## src/rtl/fetch_pkg.sv

```systemverilog
// Shared types and constants for the fetch -> decode instruction path.
package fetch_pkg;

  localparam int XLEN = 32;

  typedef struct packed {
    logic [31:2]     instr;
    logic [XLEN-1:0] curr_pc;
    logic [XLEN-1:0] inc_pc;
  } fetch_entry_t;

  // addi x0, x0, 0 with the two low opcode bits stripped
  localparam logic [31:2] NOP_INSTR = 30'h4;

  // Opcode bits [6:2] of the control-flow instruction classes
  localparam logic [4:0] OP_JAL    = 5'b11011;
  localparam logic [4:0] OP_JALR   = 5'b11001;
  localparam logic [4:0] OP_BRANCH = 5'b11000;

  function automatic logic is_jump_op(input logic [4:0] op);
    return (op == OP_JAL) || (op == OP_JALR) || (op == OP_BRANCH);
  endfunction

endpackage

```

## src/rtl/fetch_buffer_if.sv

```systemverilog
// Fetch-side and decode-side handshake bundle of the instruction queue.
interface fetch_buffer_if
  import fetch_pkg::*;
#(
  parameter int DEPTH = 4
) ();

  localparam int CW = $clog2(DEPTH + 1);

  logic            flush;
  logic            in_valid;
  logic            in_ready;
  logic [31:2]     in_instr;
  logic [XLEN-1:0] in_curr_pc;
  logic [XLEN-1:0] in_inc_pc;
  logic            out_valid;
  logic            out_ready;
  logic [31:2]     out_instr;
  logic [XLEN-1:0] out_curr_pc;
  logic [XLEN-1:0] out_inc_pc;
  logic            out_is_jump;
  logic [CW-1:0]   count;

  // Queue side
  modport slave (
    input  flush, in_valid, in_instr, in_curr_pc, in_inc_pc, out_ready,
    output in_ready, out_valid, out_instr, out_curr_pc, out_inc_pc,
           out_is_jump, count
  );

  // Producer/consumer side (fetch unit, decode, or a bench)
  modport master (
    output flush, in_valid, in_instr, in_curr_pc, in_inc_pc, out_ready,
    input  in_ready, out_valid, out_instr, out_curr_pc, out_inc_pc,
           out_is_jump, count
  );

endinterface

```

## src/rtl/fetch_buffer.sv

```systemverilog
// Circular instruction queue between fetch and decode. Registered output
// (no bypass), flush on redirect, control-flow flag on the head entry.
// Datapath width comes from fetch_pkg::XLEN so the entry type stays shared.
module fetch_buffer
  import fetch_pkg::*;
#(
  parameter int DEPTH = 4
) (
  input  logic           clk,
  input  logic           reset_n,
  fetch_buffer_if.slave  bus
);

  localparam int            PW   = $clog2(DEPTH);
  localparam int            CW   = $clog2(DEPTH + 1);
  localparam logic [CW-1:0] FULL = CW'(DEPTH);

  logic [PW-1:0] rd_ptr_q, rd_ptr_d;
  logic [PW-1:0] wr_ptr_q, wr_ptr_d;
  logic [CW-1:0] count_q, count_d;
  fetch_entry_t  mem_q [DEPTH];
  fetch_entry_t  head;
  logic          in_ready, out_valid, push, pop;

  // Handshake and next pointer/count; flush overrides any push or pop
  always_comb begin
    in_ready  = (count_q != FULL) && !bus.flush;
    out_valid = (count_q != '0);
    push      = bus.in_valid && in_ready;
    pop       = out_valid && bus.out_ready;
    rd_ptr_d  = rd_ptr_q;
    wr_ptr_d  = wr_ptr_q;
    count_d   = count_q;
    if (bus.flush) begin
      rd_ptr_d = '0;
      wr_ptr_d = '0;
      count_d  = '0;
    end else begin
      if (push) wr_ptr_d = wr_ptr_q + PW'(1);
      if (pop)  rd_ptr_d = rd_ptr_q + PW'(1);
      case ({push, pop})
        2'b10:   count_d = count_q + CW'(1);
        2'b01:   count_d = count_q - CW'(1);
        default: count_d = count_q;
      endcase
    end
  end

  // Pointer and occupancy registers; reset empties the queue like a flush
  always_ff @(posedge clk) begin
    if (!reset_n) begin
      rd_ptr_q <= '0;
      wr_ptr_q <= '0;
      count_q  <= '0;
    end else begin
      rd_ptr_q <= rd_ptr_d;
      wr_ptr_q <= wr_ptr_d;
      count_q  <= count_d;
    end
  end

  // Entry storage; contents are left alone on reset since count gates them
  always_ff @(posedge clk) begin
    if (push) begin
      mem_q[wr_ptr_q] <= '{instr:   bus.in_instr,
                           curr_pc: bus.in_curr_pc,
                           inc_pc:  bus.in_inc_pc};
    end
  end

  // Head entry presented to decode, forced to a NOP bubble when empty
  always_comb begin
    head            = mem_q[rd_ptr_q];
    bus.in_ready    = in_ready;
    bus.out_valid   = out_valid;
    bus.count       = count_q;
    bus.out_instr   = NOP_INSTR;
    bus.out_curr_pc = '0;
    bus.out_inc_pc  = '0;
    bus.out_is_jump = 1'b0;
    if (out_valid) begin
      bus.out_instr   = head.instr;
      bus.out_curr_pc = head.curr_pc;
      bus.out_inc_pc  = head.inc_pc;
      bus.out_is_jump = is_jump_op(head.instr[6:2]);
    end
  end

endmodule

```

## src/flat_wrapper.sv

```systemverilog
// flat-port wrapper written by rule: the top's interface ports become plain ports
module fetch_buffer_flat import fetch_pkg::*;
#(
  parameter int DEPTH = 4
)
  (clk, reset_n, bus_flush, bus_in_valid, bus_in_instr, bus_in_curr_pc, bus_in_inc_pc, bus_out_ready, bus_in_ready, bus_out_valid, bus_out_instr, bus_out_curr_pc, bus_out_inc_pc, bus_out_is_jump, bus_count);
  fetch_buffer_if #(.DEPTH(DEPTH)) bus_i ();
  input  logic clk;
  input  logic reset_n;
  input wire logic [$bits(bus_i.flush)-1:0] bus_flush;
  input wire logic [$bits(bus_i.in_valid)-1:0] bus_in_valid;
  input wire logic [$bits(bus_i.in_instr)-1:0] bus_in_instr;
  input wire logic [$bits(bus_i.in_curr_pc)-1:0] bus_in_curr_pc;
  input wire logic [$bits(bus_i.in_inc_pc)-1:0] bus_in_inc_pc;
  input wire logic [$bits(bus_i.out_ready)-1:0] bus_out_ready;
  output wire logic [$bits(bus_i.in_ready)-1:0] bus_in_ready;
  output wire logic [$bits(bus_i.out_valid)-1:0] bus_out_valid;
  output wire logic [$bits(bus_i.out_instr)-1:0] bus_out_instr;
  output wire logic [$bits(bus_i.out_curr_pc)-1:0] bus_out_curr_pc;
  output wire logic [$bits(bus_i.out_inc_pc)-1:0] bus_out_inc_pc;
  output wire logic [$bits(bus_i.out_is_jump)-1:0] bus_out_is_jump;
  output wire logic [$bits(bus_i.count)-1:0] bus_count;
  assign bus_i.flush = bus_flush;
  assign bus_i.in_valid = bus_in_valid;
  assign bus_i.in_instr = bus_in_instr;
  assign bus_i.in_curr_pc = bus_in_curr_pc;
  assign bus_i.in_inc_pc = bus_in_inc_pc;
  assign bus_i.out_ready = bus_out_ready;
  assign bus_in_ready = bus_i.in_ready;
  assign bus_out_valid = bus_i.out_valid;
  assign bus_out_instr = bus_i.out_instr;
  assign bus_out_curr_pc = bus_i.out_curr_pc;
  assign bus_out_inc_pc = bus_i.out_inc_pc;
  assign bus_out_is_jump = bus_i.out_is_jump;
  assign bus_count = bus_i.count;
  fetch_buffer #(.DEPTH(DEPTH)) u_core (.clk(clk), .reset_n(reset_n), .bus(bus_i));
endmodule
```

## config.mk

```make
export PLATFORM = sky130hd
export DESIGN_NAME = fetch_buffer_flat
export DESIGN_NICKNAME = d
export VERILOG_FILES = /design/src/rtl/fetch_pkg.sv /design/src/rtl/fetch_buffer_if.sv /design/src/rtl/fetch_buffer.sv /design/src/flat_wrapper.sv
export SDC_FILE = /design/constraint.sdc
export NUM_CORES = 1
export LEC_CHECK = 0
export CAP_MARGIN = 20
export CORE_UTILIZATION = 55
export CTS_BUF_LIST = sky130_fd_sc_hd__clkbuf_8
export CTS_CLUSTER_DIAMETER = 30
export DETAILED_ROUTE_END_ITERATION = 8
export GPL_ROUTABILITY_DRIVEN = 0
export PLACE_DENSITY = 0.8
export SLEW_MARGIN = 5
export SYNTH_ARGS = -nofsm -noshare
export SYNTH_HDL_FRONTEND = slang
export SYNTH_SLANG_ARGS = --single-unit
```

## constraint.sdc

```tcl
create_clock -name clk -period 10.95 [get_ports clk]
set_input_delay 2.7375 -clock clk [delete_from_list [all_inputs] [get_ports clk]]
set_output_delay 2.7375 -clock clk [all_outputs]
set_load 0.005 [all_outputs]
```

==> results by group <==
Clock network
  • Hold-fix buffers, CTS: 0
  • Clock-pin transition on the worst setup and hold timing paths: approximately 50 ps
  • Clock Latency Late Sink: ~580 ps
  • CTS buffer count: 73
  • Post-cts resize count: 0
  • CTS H-tree depth: 3
  • # Post-CTS Setup Buffers: 0
  • Root buffer cell: clkbuf_8
  • Clock Sinks: approximately 390
  • Max clock buf depth: 3
  • CTS tree: done

Hold path
  • Type of the most critical hold path: reg -> reg

Die
  • Io pins: approximately 200
  • Starting Density: between 50% and 60%
  • Die W: approximately 170 um
  • Core Area: 0.02635 mm2
  • Row count: 59
  • Die area: between 0.02 and 0.03 mm2
  • Chip Height: 166.8 um

Worst setup path
  • Setup CP Type: in -> out
  • Critical Path End Type: primary output
  • CP max stage cell: clkdlybuf4s50_1
  • Worst-path fanout max: 5
  • CP arrival: approximately 3900 ps
  • Largest stage delay on the critical path: slightly above 500 ps
  • CP dominant cell by count: clkdlybuf4s50_1
  • Critical path cell sequence: clkdlybuf4s50_1, nor2_1, clkdlybuf4s50_1
  • Worst path required time: 8210 ps
  • Critical Path Start Type: input port

Global routing
  • Initial antenna violation count: 3
  • GRT met2 Usage: about a third
  • Gr ovfl total: 0
  • GR peak layer: met2
  • Number of global-route vias before repair: just under 8000
  • Met1 Use GR: between 20% and 30%
  • GRT Util Overall: between 20% and 30%
  • Met3 usage: ~5.8%
  • First-pass GRT wire length: 44010 um
  • Largest net degree at the start of global routing: 76

STA
  • Endpoints failing setup: 0
  • Period utilisation layout: between 60% and 70%
  • Fin Clk Skew: between 20 and 25 ps
  • Final hold violations: 0
  • Hold_ws: about 520 ps
  • Max frequency: about 0.15 GHz
  • Slew @ Worst Pin: 767.3 ps
  • RSZ-0062 raised after global routing: false
  • Slew Limit Fails: 0
  • Setup TNS: 0 ps
  • Relative slew slack: between 40% and 50%
  • Min Tclk post-route: around 6600 ps

Drt
  • Drt wl/cell: 22.01 um
  • Drt via density: 5.612
  • Routed Antenna Nets: 0
  • DR iter-0 viols: between 400 and 500
  • Via count: ~7300
  • Final WL: between 20000 and 30000 um
  • Pre-Repair DR Iteration Count: 5
  • # DRC: 0

Finish
  • Fill cells: 1573
  • Area delta synth->final: 24.95%
  • Final nets: 1010
  • FF/Latch Area: roughly 0.011 mm2
  • Layout cell share with drive strength beyond 1: between 10% and 20%
  • Area occupied by multi-input gates: 0.003208 mm2

Yosys
  • Top FF cell, synth: edfxtp_1
  • Flops & latches, synth: a little under 400
  • Synth Area in Adders: less than 1%
  • Post-synth net total: about 760
  • Seq/Total Area, Yosys: about three quarters
  • YS warnings: 0
  • Share of the synthesized area in the top cell type: between 70% and 80%
  • Compound-cell area share of the yosys netlist: less than 1%
  • Async set or reset register ratio after synthesis: 0%
  • Synth area leaders: edfxtp_1, mux4_1, mux4_2
  • EDFF count, synth: 376
  • Count leader, synth: edfxtp_1
  • Synth cell types: 27
  • Area leader, netlist: edfxtp_1
  • Mapped cell area: roughly 0.015 mm2
  • Xor/xnor cell area share of the yosys netlist: less than 1%
  • Synth top cells by count: edfxtp_1, and2_1, mux4_1
  • Avg Inst Size Synth: 22.83 um2
  • Post-Synth Simple-Gate Area: between 4 and 5%
  • Mux cell area share after synthesis: between 15 and 20%
  • Largest family of logic cells by synthesized area: multiplexers
  • Cells after Synth: ~650

Power
  • Sw Share: between 20% and 30%
  • Internal power: 2.458 mW
  • Clock network power share: a little over two fifths
  • Peak supply drop: 0.1314 mV
  • Leak pwr: 6.106 nW
  • Logic pwr share: between 4 and 5%
  • Switching power: 0.6575 mW
  • Seq pwr share: between 50% and 60%
  • PwrDens: ~170 mW/mm2

Job
  • Max-Cap Viols: 0

Outcome
  • Status: finished, final reports clean

Placed design
  • Hpwl dp: ~16000 um
  • I/O Buffers: 198
## metal layers
metal / wire length (um) / vias to the layer above
met4: 699 / 4
li1: - / 3235
met3: 1779 / 59
met2: 14480 / 255
met5: 32 / -
met1: 11510 / 3714
## flip-flops by register name, summed over array words and instances, names as in the netlist, named ones only
register / cells
u_core.bus.count: 3
u_core.mem_q: 376
u_core.rd_ptr_q: 2
u_core.wr_ptr_q: 2
## worst max-delay path: cells and delay by family
kind | cells | cell delay, ps
buffers and inverters | 2 | 990
and+or+nand+nor | 1 | 130
## area by class of cell
type / count / share of cell area (%)
sequential: 385 / 61.52
inverter: 10 / 0.2012
timing repair buffer: 207 / 11.20
tap: 335 / 2.246
antenna: 2 / 0.02682
clock buffer: 74 / 5.458
clock inverter: 54 / 2.159
multi-input combinational: 228 / 17.19
## power by group through the flow
stage	sequential, mW	clock (mW)	combinational [mW]
global route	1.65	1.43	0.150
floorplan	1.68	0	0.0503
CTS	1.65	1.36	0.141
global placement	1.67	0	0.134
detailed placement	1.68	0	0.140
finish	1.65	1.33	0.140
## final timing paths
kind	slack [ps]	start	cells after the start	end
setup / recovery	4350	bus_flush	3	bus_in_ready
setup reg to reg	7970	u_core.bus.count[0]	4	u_core.mem_q[0][83]
hold / removal	520	u_core.wr_ptr_q[0]	2	u_core.wr_ptr_q[0]
hold reg to reg	520	u_core.wr_ptr_q[0]	2	u_core.wr_ptr_q[0]
## metrics by stage
step	cell area [um2]	power (mW)	setup slack [ps]	utilization [%]	cells
after floorplan	14930	1.726	5178	-	654
after global placement	17180	1.809	4361	65.18	1163
after detailed placement	17180	1.817	4353	65.18	1163
after CTS	18600	3.145	4245	70.57	1291
after global routing	18660	3.231	4319	70.79	1294
final	18660	3.116	4349	70.80	1295
## cells by family after synthesis
family | after synthesis
AND/OR/NAND/NOR | 115
flip-flops | 385
XOR/XNOR | 4
buffers and inverters | 41
AO/OA/AOI/OAI | 9
adder cells (fa/ha/maj) | 6
multiplexers | 94
## cell usage in the layout, fill, tap and decap left out, drive strengths merged, types with 2 or more instances in the layout
master / Yosys / layout
edfxtp: 376 / 376
clkdlybuf4s50: 0 / 198
and2: 97 / 97
mux4: 94 / 94
clkbuf: 12 / 74
inv: 10 / 27
clkinv: 0 / 25
buf: 19 / 9
dfxtp: 9 / 9
clkinvlp: 0 / 8
nor2: 7 / 7
ha: 5 / 5
xor2: 4 / 4
a21oi: 4 / 4
bufinv: 0 / 4
o31ai: 3 / 3
diode: 0 / 2
nor3: 2 / 2
nand4: 2 / 2
Power figures use the tool's default switching activity.
